### config.mk
export PLATFORM = sky130hd
export DESIGN_NAME = arcade_input
export DESIGN_NICKNAME = d
export VERILOG_FILES = /design/src/rtl/arcade_input.sv
export SDC_FILE = /design/constraint.sdc
export NUM_CORES = 1
export LEC_CHECK = 0
export BUFFER_PORTS_ARGS = -buffer_cell sky130_fd_sc_hd__buf_2
export CORE_MARGIN = 3
export CORE_UTILIZATION = 30
export DETAILED_ROUTE_END_ITERATION = 8
export GPL_TIMING_DRIVEN = 0
export PLACE_DENSITY_LB_ADDON = 0.08
export SLEW_MARGIN = 20
export SYNTH_ARGS = -nofsm -noshare
export SYNTH_HDL_FRONTEND = slang
export SYNTH_SLANG_ARGS = --single-unit
### constraint.sdc
create_clock -name clk -period 8.8 [get_ports clk]
set_clock_uncertainty 0.2 [all_clocks]
set_input_delay 2.64 -clock clk [delete_from_list [all_inputs] [get_ports clk]]
set_output_delay 2.64 -clock clk [all_outputs]
set_load 0.02 [all_outputs]
### src/rtl/arcade_input.sv
// arcade_input: PS/2 + joystick merge, autofire, coin stretch, pause,
// and DIP / game-index capture from ioctl downloads.
module arcade_input #(
  parameter int NUM_PLAYERS  = 2,
  parameter int NUM_BUTTONS  = 3,
  parameter int NUM_DIP      = 2,
  parameter int COIN_PULSE   = 960000,
  parameter int AUTOFIRE_DIV = 3200000,
  parameter int DIP_INDEX    = 254,
  parameter int GAME_INDEX   = 1
) (
  input  logic                                 clk,
  input  logic                                 reset_n,
  input  logic [10:0]                          ps2_key,
  input  logic [NUM_PLAYERS*(NUM_BUTTONS+7)-1:0] joystick,
  input  logic [NUM_BUTTONS-1:0]               autofire_mask,
  input  logic [24:0]                          ioctl_addr,
  input  logic [7:0]                           ioctl_data,
  input  logic                                 ioctl_wr,
  input  logic [7:0]                           ioctl_index,
  output logic [NUM_PLAYERS*4-1:0]             joy,
  output logic [NUM_PLAYERS*NUM_BUTTONS-1:0]   buttons,
  output logic [NUM_PLAYERS-1:0]               start,
  output logic [NUM_PLAYERS-1:0]               coin,
  output logic                                 pause,
  output logic [NUM_DIP*8-1:0]                 dip,
  output logic [3:0]                           game_index
);

  localparam int J  = NUM_BUTTONS + 7;
  localparam int AW = (AUTOFIRE_DIV > 1) ? $clog2(AUTOFIRE_DIV) : 1;

  typedef struct packed {
    logic       up;
    logic       down;
    logic       right;
    logic       left;
    logic [2:0] btn;
    logic       start;
    logic       coin;
  } keys_t;

  keys_t key_q [2];
  keys_t key_n [2];
  logic  pkey_q, pkey_n;
  logic  tog_q;
  logic  ev;
  logic  pr;
  logic [7:0] code;
  logic  unused_ext;

  logic [NUM_PLAYERS*4-1:0]           raw_joy;
  logic [NUM_PLAYERS*NUM_BUTTONS-1:0] raw_btn;
  logic [NUM_PLAYERS-1:0]             raw_start;
  logic [NUM_PLAYERS-1:0]             raw_coin;
  logic [NUM_PLAYERS-1:0]             raw_pause;
  logic                               pause_src;
  logic                               pause_prev;
  logic [NUM_PLAYERS-1:0]             coin_prev;
  logic [23:0]                        coin_cnt [NUM_PLAYERS];
  logic [AW-1:0]                      af_cnt;
  logic                               af_phase;
  logic [NUM_BUTTONS-1:0]             af_gate;

  assign ev         = ps2_key[10] != tog_q;
  assign pr         = ps2_key[9];
  assign code       = ps2_key[7:0];
  assign unused_ext = ps2_key[8];

  // Decode an accepted key event into the next key-register image.
  always_comb begin
    key_n  = key_q;
    pkey_n = pkey_q;
    if (ev) begin
      unique case (1'b1)
        (code == 8'h75): key_n[0].up     = pr;
        (code == 8'h72): key_n[0].down   = pr;
        (code == 8'h6B): key_n[0].left   = pr;
        (code == 8'h74): key_n[0].right  = pr;
        (code == 8'h14): key_n[0].btn[0] = pr;
        (code == 8'h11): key_n[0].btn[1] = pr;
        (code == 8'h29): key_n[0].btn[2] = pr;
        (code == 8'h16): key_n[0].start  = pr;
        (code == 8'h2E): key_n[0].coin   = pr;
        (code == 8'h2D): key_n[1].up     = pr;
        (code == 8'h2B): key_n[1].down   = pr;
        (code == 8'h23): key_n[1].left   = pr;
        (code == 8'h34): key_n[1].right  = pr;
        (code == 8'h1C): key_n[1].btn[0] = pr;
        (code == 8'h1B): key_n[1].btn[1] = pr;
        (code == 8'h15): key_n[1].btn[2] = pr;
        (code == 8'h1E): key_n[1].start  = pr;
        (code == 8'h36): key_n[1].coin   = pr;
        (code == 8'h4D): pkey_n          = pr;
        default: ;
      endcase
    end
  end

  for (genvar p = 0; p < NUM_PLAYERS; p++) begin : g_pl
    localparam int B = p * J;
    logic [3:0]             kj;
    logic [NUM_BUTTONS-1:0] kb;
    logic                   ks;
    logic                   kc;
    if (p < 2) begin : g_key
      assign kj = {key_q[p].up, key_q[p].down,
                   key_q[p].right, key_q[p].left};
      assign ks = key_q[p].start;
      assign kc = key_q[p].coin;
      for (genvar b = 0; b < NUM_BUTTONS; b++) begin : g_kb
        if (b < 3) begin : g_on
          assign kb[b] = key_q[p].btn[b];
        end else begin : g_off
          assign kb[b] = 1'b0;
        end
      end
    end else begin : g_nokey
      assign kj = '0;
      assign kb = '0;
      assign ks = 1'b0;
      assign kc = 1'b0;
    end
    assign raw_joy[p*4 +: 4] = kj | {joystick[B+3], joystick[B+2],
                                     joystick[B+0], joystick[B+1]};
    assign raw_btn[p*NUM_BUTTONS +: NUM_BUTTONS] =
      kb | joystick[B+4 +: NUM_BUTTONS];
    assign raw_start[p] = ks | joystick[B+4+NUM_BUTTONS];
    assign raw_coin[p]  = kc | joystick[B+5+NUM_BUTTONS];
    assign raw_pause[p] = joystick[B+6+NUM_BUTTONS];
  end

  assign pause_src = pkey_q | (|raw_pause);
  assign af_gate   = {NUM_BUTTONS{af_phase}} | ~autofire_mask;

  // Key state, autofire clock, coin stretchers, pause and outputs.
  always_ff @(posedge clk) begin
    if (!reset_n) begin
      tog_q      <= ps2_key[10];
      key_q[0]   <= '0;
      key_q[1]   <= '0;
      pkey_q     <= 1'b0;
      joy        <= '0;
      buttons    <= '0;
      start      <= '0;
      coin       <= '0;
      coin_prev  <= '0;
      pause      <= 1'b0;
      pause_prev <= 1'b0;
      af_cnt     <= '0;
      af_phase   <= 1'b1;
      for (int p = 0; p < NUM_PLAYERS; p++) coin_cnt[p] <= '0;
    end else begin
      tog_q   <= ps2_key[10];
      key_q   <= key_n;
      pkey_q  <= pkey_n;
      joy     <= raw_joy;
      buttons <= raw_btn & {NUM_PLAYERS{af_gate}};
      start   <= raw_start;
      if (af_cnt == AW'(AUTOFIRE_DIV - 1)) begin
        af_cnt   <= '0;
        af_phase <= ~af_phase;
      end else begin
        af_cnt <= af_cnt + 1'b1;
      end
      coin_prev <= raw_coin;
      for (int p = 0; p < NUM_PLAYERS; p++) begin
        if (raw_coin[p] && !coin_prev[p] && !coin[p]) begin
          coin_cnt[p] <= 24'(COIN_PULSE - 1);
          coin[p]     <= 1'b1;
        end else begin
          if (coin_cnt[p] != '0) coin_cnt[p] <= coin_cnt[p] - 1'b1;
          coin[p] <= coin[p] && (coin_cnt[p] != '0 || raw_coin[p]);
        end
      end
      pause_prev <= pause_src;
      pause      <= pause ^ (pause_src & ~pause_prev);
    end
  end

  logic [NUM_DIP*8-1:0] dip_q = '0;
  logic [3:0]           gidx_q = '0;

  // Download capture; deliberately outside reset so settings survive it.
  always_ff @(posedge clk) begin
    if (ioctl_wr && ioctl_index == 8'(DIP_INDEX)) begin
      for (int k = 0; k < NUM_DIP; k++) begin
        if (ioctl_addr == 25'(k)) dip_q[k*8 +: 8] <= ioctl_data;
      end
    end
    if (ioctl_wr && ioctl_index == 8'(GAME_INDEX)) begin
      gidx_q <= ioctl_data[3:0];
    end
  end

  assign dip        = dip_q;
  assign game_index = gidx_q;

endmodule

==> impl_metrics.toml, run 1 <==
[layout]
final_area_sq_mm = 0.00759
final_layout_size_suffix_gt1_share_pct = 22.7
utilization_pct = 38.7
layout.nets = 784
area_growth_pct = 25.7

[drt]
drcViolationCount = 0
drtPass1Iterations = 4
wl_microns = 14100
wl_per_cell_microns = 14.4
num_vias = 4461
drtIter0Drc = 178
viasPerCell = 4.55
postRouteAntennaNets = 0

[hold_path]
hold_path_class = "register to register"

[grt]
antenna_found_initial = 1
grt_overflow = 0
grtUsageTotal_pct = 13.3
grt_first_pass_wirelength_microns = 23200
grt_pass1_vias = 4654
grt_max_degree = 25

[power_and_ir_drop]
clockPowerShare_pct = 47.9
p_sw_share_pct = 23.0
leakage_nw = 2.98
power_switching_mw = 0.356
peakVddDrop_mv = 0.127
cellPowerDensity_mw_per_mm2 = 204
power_frac_comb_pct = 7.5
total_power_mw = 1.55
internal_power_mw = 1.19
p_seq_share_pct = 44.6

[die]
die_h_microns = 148
core_area_sq_mm = 0.0196
die_w_microns = 148
fp.dieArea_sq_mm = 0.0219
rows = 51
start_util_pct = 30.8
pin_count = 117

[cts]
cts_made_buffers = 17
clk_latency_ns = 0.42
h-tree-depth = 4
cts_tree = "yes"
clock_path_buffers = 2
clkTransAtPathRegs_ns = 0.06
cts-resized-gates = 0
clk_root_buffer_cell = "clkbuf_16"
cts_sinks = 133
ctsHoldBuffers = 0
postCtsSetupRepairBufs = 0

[yosys]
ys_seq_area_share_pct = 55.4
synth.avg_cell_area_sq_um = 10.6
synth-edff-count = 68
synthesis.nets = 653
synth_area_sq_mm = 0.00604
synth_ff_type = "edfxtp_1"
synth.distinct_cells = 42
synthCells = 570
synthArstFlopShare_pct = 0
ys_ff_latch = 133
ys_warn_count = 0

[sta]
rsz0062_at_grt = "false"
min_period_ns = 4.73
tightest_slew_ns = 0.853
report.final.slew_viol_count = 0
setup_tns_ns = 0
fmax_ghz = 0.212
setup_viol = 0
slew_headroom_pct = 42.7
fin_crit_sh_pct = 53.7
hold_viol = 0

[critical_path]
path_class = "input port to register"
cp.required_ns = 8.74
ff2ff_setup_slack_ns = 5.15
crit_path_start_kind = "input port"
cp_max_fo = 10
critPathArrivalTime_ns = 4.67
crit_path_end_kind = "register"

[placement]
place_congestion = 0.783
dpl.hpwl_microns = 10200
portBuffers = 112
dpl_cell_area_sq_mm = 0.00693

[flow_run]
drv_cap = 0

[outcome]
status = "complete, no violations"
-- final timing paths --
path / start / end / cells after the start
worst max-delay path: joystick[8] / coin_cnt[0][0]$_SDFFCE_PN0P_ / 8
worst min-delay path: g_pl[1].kj[0]$_SDFFE_PN0P_ / joy[4]$_SDFF_PN0_ / 1
worst max register to register: coin_cnt[0][14]$_SDFFCE_PN0P_ / coin_cnt[0][0]$_SDFFCE_PN0P_ / 6
worst min register to register: g_pl[1].kj[0]$_SDFFE_PN0P_ / joy[4]$_SDFF_PN0_ / 1
-- layer usage --
layer / GRT usage [%] / wire length, microns
met3: 3.71 / 379
met4: 4.57 / 178
met1: 16.8 / 6540
met2: 22.0 / 7030
met5: 0 / 0
-- cell families after synthesis --
kind of cell | after synthesis | synth area share (%)
compound gates | 56 | 5.97
xor+xnor | 62 | 9.00
fa+ha+maj | 5 | 1.04
buf+inv | 32 | 2.26
flops | 133 | 55.4
mux | 19 | 3.15
simple gates | 263 | 23.2
-- placed cells by master (no fill, tap or decap), types with 3 or more instances in the layout --
cell	Yosys	layout
or3_1	9	9
o21a_1	10	10
nand2_1	29	29
or4_4	3	3
nand2b_1	7	7
clkinv_4	0	3
or2_2	3	3
nand4b_1	6	6
nand3_1	23	22
inv_1	13	13
nor3b_1	3	3
nor4_2	1	4
a21boi_0	7	7
clkbuf_16	0	21
o31ai_1	3	3
nor2_1	79	79
dfxtp_1	65	65
a21oi_1	26	26
a31oi_1	3	3
edfxtp_1	68	68
xor2_1	27	27
mux2i_1	19	19
nor3_1	24	24
nand4_1	10	10
clkbuf_1	14	15
nor2b_1	23	23
nor4_1	16	13
and3_1	8	8
or4_1	6	6
nor4b_1	4	3
buf_2	1	113
xnor2_1	35	35
o21ai_0	5	5
ha_1	5	5
-- power by group through the flow --
stage | registers [mW] | logic (mW) | clock network (mW)
after global routing | 0.693 | 0.131 | 0.786
after global placement | 0.702 | 0.115 | 0
after detailed placement | 0.703 | 0.117 | 0
after floorplan | 0.705 | 0.0678 | 0
after CTS | 0.689 | 0.117 | 0.759
final | 0.689 | 0.117 | 0.740
-- state kept, by name, indices dropped and copies added (netlist names), 2 cells and up --
name and count:
buttons 6, g_pl.kj 8, start 2, dip 16, af_cnt 22, g_pl.kb 6, coin 2, game_index 4
joy 8, coin_prev 2, g_pl.ks 2, g_pl.kc 2, coin_cnt 48
-- per-stage QoR --
stage / hold slack, ns / setup WS [ns] / cells
detailed placement: 0.258 / 3.59 / 947
global placement: 0.254 / 3.21 / 947
CTS: 0.272 / 4.03 / 979
global route: 0.291 / 3.87 / 980
floorplan: 0.238 / 4.26 / 570
finish: 0.265 / 4.07 / 980
-- final cells by class --
class	instances	area, sq um
Clock inverter	8	81.3
Clock buffer	24	548
Inverter	13	48.8
Tap cell	265	332
Multi-Input combinational cell	405	2590
Buffer	19	87.6
Sequential cell	133	3340
Timing Repair Buffer	112	561
Fill cell	1994	12000
Antenna cell	1	2.50
-- worst max-delay path, cell delays in order --
cell and delay, ns:
buf_2 0.11, nor2_1 0.16, or3_1 0.13, buf_1 0.22, inv_1 0.13, o31ai_1 0.74, clkbuf_1 0.46, a21oi_1 0.09
-- cells in the mapped netlist, types with 4 or more instances --
| cell | n | area, sq um |
|---|---|---|
| edfxtp_1 | 68 | 2040 |
| xnor2_1 | 35 | 307 |
| nor4_1 | 16 | 100 |
| a21boi_0 | 7 | 52.6 |
| xor2_1 | 27 | 236 |
| nor2_1 | 79 | 297 |
| and3_1 | 8 | 50.1 |
| ha_1 | 5 | 62.6 |
| or3_1 | 9 | 56.3 |
| inv_1 | 13 | 48.8 |
| clkbuf_1 | 14 | 52.6 |
| dfxtp_1 | 65 | 1300 |
| nand2b_1 | 7 | 43.8 |
| nand4_1 | 10 | 62.6 |
| a21oi_1 | 26 | 130 |
| nor2b_1 | 23 | 144 |
| mux2i_1 | 19 | 190 |
| nand4b_1 | 6 | 52.6 |
| or4_1 | 6 | 45.0 |
| nand2_1 | 29 | 109 |
| nor4b_1 | 4 | 35.0 |
| nor3_1 | 24 | 120 |
| nand3_1 | 23 | 115 |
| o21ai_0 | 5 | 25.0 |
| o21a_1 | 10 | 75.1 |
Note: power is estimated with default switching activity, not from simulation.
==> run 2, diff against run 1 <==
--- a/config.mk
+++ b/config.mk
@@ -5,6 +5,7 @@
 export SDC_FILE = /design/constraint.sdc
 export NUM_CORES = 1
 export LEC_CHECK = 0
+export ABC_AREA = 1
 export BUFFER_PORTS_ARGS = -buffer_cell sky130_fd_sc_hd__buf_2
 export CORE_MARGIN = 3
 export CORE_UTILIZATION = 30
==> constraint.sdc (replaced) <==
create_clock -name clk -period 4 [get_ports clk]
set_clock_uncertainty 0.2 [all_clocks]
set_input_delay 1.2 -clock clk [delete_from_list [all_inputs] [get_ports clk]]
set_output_delay 1.2 -clock clk [all_outputs]
set_load 0.02 [all_outputs]
==> run 2 against run 1 <==
Compared with the run above:
- worst setup slack worse by 2.9 ns
- cell count is 31% higher
- synthesized cell count is 50% higher
- global-route usage is 1.1 points higher
- via count is 26% higher
- largest cell class unchanged
==> impl_metrics.toml, run 2 <==
[outcome]
status = "complete, no violations"

[power_and_ir_drop]
leakage_nw = 3.43
total_power_mw = 3.40
cellPowerDensity_mw_per_mm2 = 410
peakVddDrop_mv = 0.206

[die]
core_area_sq_mm = 0.0220
pin_count = 117
die_h_microns = 156
die_w_microns = 156
start_util_pct = 30.7
rows = 54
fp.dieArea_sq_mm = 0.0244

[sta]
setup_tns_ns = 0
tightest_slew_ns = 0.854
fin_crit_sh_pct = 70.7
fmax_ghz = 0.354
hold_viol = 0
min_period_ns = 2.83
slew_headroom_pct = 42.5
rsz0062_at_grt = "false"
setup_viol = 0
report.final.slew_viol_count = 0

[drt]
wl_microns = 16800
wl_met1_microns = 8090
drtIter0Drc = 211
highest_layer = "met4"
wl_per_cell_microns = 13.1
viasPerCell = 4.38
drcViolationCount = 0
num_vias = 5620
wl_met3_microns = 498
postRouteAntennaNets = 0
wl_met2_microns = 8040
drtPass1Iterations = 4

[layout]
layout.nets = 1074
largest-register = "coin_cnt"
final_layout_size_suffix_gt1_share_pct = 21.0
area_growth_pct = 22.4
multi_input_area_sq_mm = 0.00299
final_common_cell = "nor2_1"
instances_no_fill = 1284
antenna_cells = 0
regArea_sq_mm = 0.00334
layout_common_cells = "213 x nor2_1, 171 x nand2_1, 113 x buf_2, 83 x inv_1, 68 x edfxtp_1"
largest_register_ffs = 48
fillers = 2371

[critical_path]
critPathArrivalTime_ns = 2.68
worst_path_max_delay_cell = "nor2_1"
path_class = "input port to register"
crit_path_cell_trace = "buf_2 -> or2_2 -> nor4_1 -> nand3_1 -> nor2_1"
critical_path.max_stage_delay_ns = 0.61
cp.required_ns = 3.85
crit_path_start_kind = "input port"
crit_path_end_kind = "register"
cp_max_fo = 8

[yosys]
synthCells = 857
synth.avg_cell_area_sq_um = 7.90
synth_most_common_cell = "nor2_1"
synth_area_sq_mm = 0.00677
synth_top_area_share_pct = 30.2
synth_ff_type = "edfxtp_1"
synth-edff-count = 68
ys_warn_count = 0
synthTopCellsByCount = "213 x nor2_1, 172 x nand2_1, 83 x inv_1"
synthesis.nets = 940
synth.distinct_cells = 39
synth_top_area_cell = "edfxtp_1"
ys_seq_area_share_pct = 49.4
synthArstFlopShare_pct = 0
ys_ff_latch = 133
synth.area.top_cells = "edfxtp_1 30%, dfxtp_1 19%, nor2_1 12%"

[hold_path]
hold_path_class = "register to register"

[placement]
dpl.hpwl_microns = 12900
place_congestion = 0.798
place_inst = 1252
portBuffers = 113

[cts]
h-tree-depth = 4
cts-resized-gates = 0
cts_sinks = 133
cts_tree = "yes"
clock_path_buffers = 2
cts_made_buffers = 17
clk_root_buffer_cell = "clkbuf_16"
clk_latency_ns = 0.43
clkTransAtPathRegs_ns = 0.07
ctsHoldBuffers = 0
postCtsSetupRepairBufs = 0

[grt]
grt_overflow = 0
grt_first_pass_wirelength_microns = 28100
grt_pass1_vias = 5611
grt_max_degree = 25
antenna_found_initial = 0
grtUsageTotal_pct = 14.4

[flow_run]
drv_cap = 0
## run 2: cell types whose count changed in the layout (fill, tap and decap cells not counted), moves of 11 or more
cell | previous run | this run
nand2_1 | 29 | 171
nor2b_1 | 23 | 0
nor2_1 | 79 | 213
nand2_2 | 0 | 14
clkbuf_1 | 15 | 4
nand3_1 | 22 | 48
mux2i_1 | 19 | 0
xnor2_1 | 35 | 10
inv_1 | 13 | 83
nor2_2 | 0 | 17
o21ai_0 | 5 | 25
## run 2: worst paths after layout
check / cells after the start / endpoint / slack [ns] / start
worst max-delay path: 5 / dip[9]$_DFFE_PP_ / 1.17 / ioctl_addr[4]
worst max register to register: 9 / coin_cnt[0][13]$_SDFFCE_PN0P_ / 1.80 / coin_cnt[0][0]$_SDFFCE_PN0P_
worst min register to register: 2 / g_pl[0].kj[3]$_SDFFE_PN0P_ / 0.25 / g_pl[0].kj[3]$_SDFFE_PN0P_
worst min-delay path: 2 / g_pl[0].kj[3]$_SDFFE_PN0P_ / 0.25 / g_pl[0].kj[3]$_SDFFE_PN0P_
## run 2: critical path, delay by kind of cell
kind                   cells  cell delay, ns
and+or+nand+nor            4            1.39
buffers and inverters      1            0.09
## run 2: power breakdown
group / internal [mW] / leakage, nW / switching [mW]
sequential: 1.48 / 1.26 / 0.0408
clock: 0.839 / 0.277 / 0.683
combinational: 0.133 / 1.89 / 0.217
## run 2: area by class of cell
cell class                 instances  share of cell area (%)
multi-input combinational        624                    36.1
sequential                       133                    40.3
timing repair buffer             115                    7.14
inverter                          87                    3.98
clock buffer                      18                    5.30
clock inverter                    14                    1.63
buffer                            13                    1.28
tap                              280                    4.23
## run 2: logic make-up after synthesis
| group | count (synthesis) | share of synthesized area [%] |
|---|---|---|
| simple gates | 529 | 34.9 |
| flops | 133 | 49.4 |
| buf+inv | 100 | 6.45 |
| compound gates | 62 | 4.69 |
| xor+xnor | 28 | 3.62 |
| fa+ha+maj | 5 | 0.924 |
## run 2: routing by layer
metal | track usage, % | vias to the layer above
li1 | - | 3044
met1 | 18.9 | 2496
met2 | 23.9 | 66
met3 | 3.46 | 14
met4 | 4.17 | 0
met5 | 0 | -
## run 2: stage by stage
stage               instance area [sq um]  setup WS, ns  utilization (%)  hold WS, ns
global placement                     7690         0.116             34.9        0.243
finish                               8290          1.17             37.6        0.249
floorplan                            6770         0.928                -        0.219
CTS                                  8290          1.14             37.6        0.256
global route                         8290          1.08             37.6        0.283
detailed placement                   7710         0.685             35.0        0.239
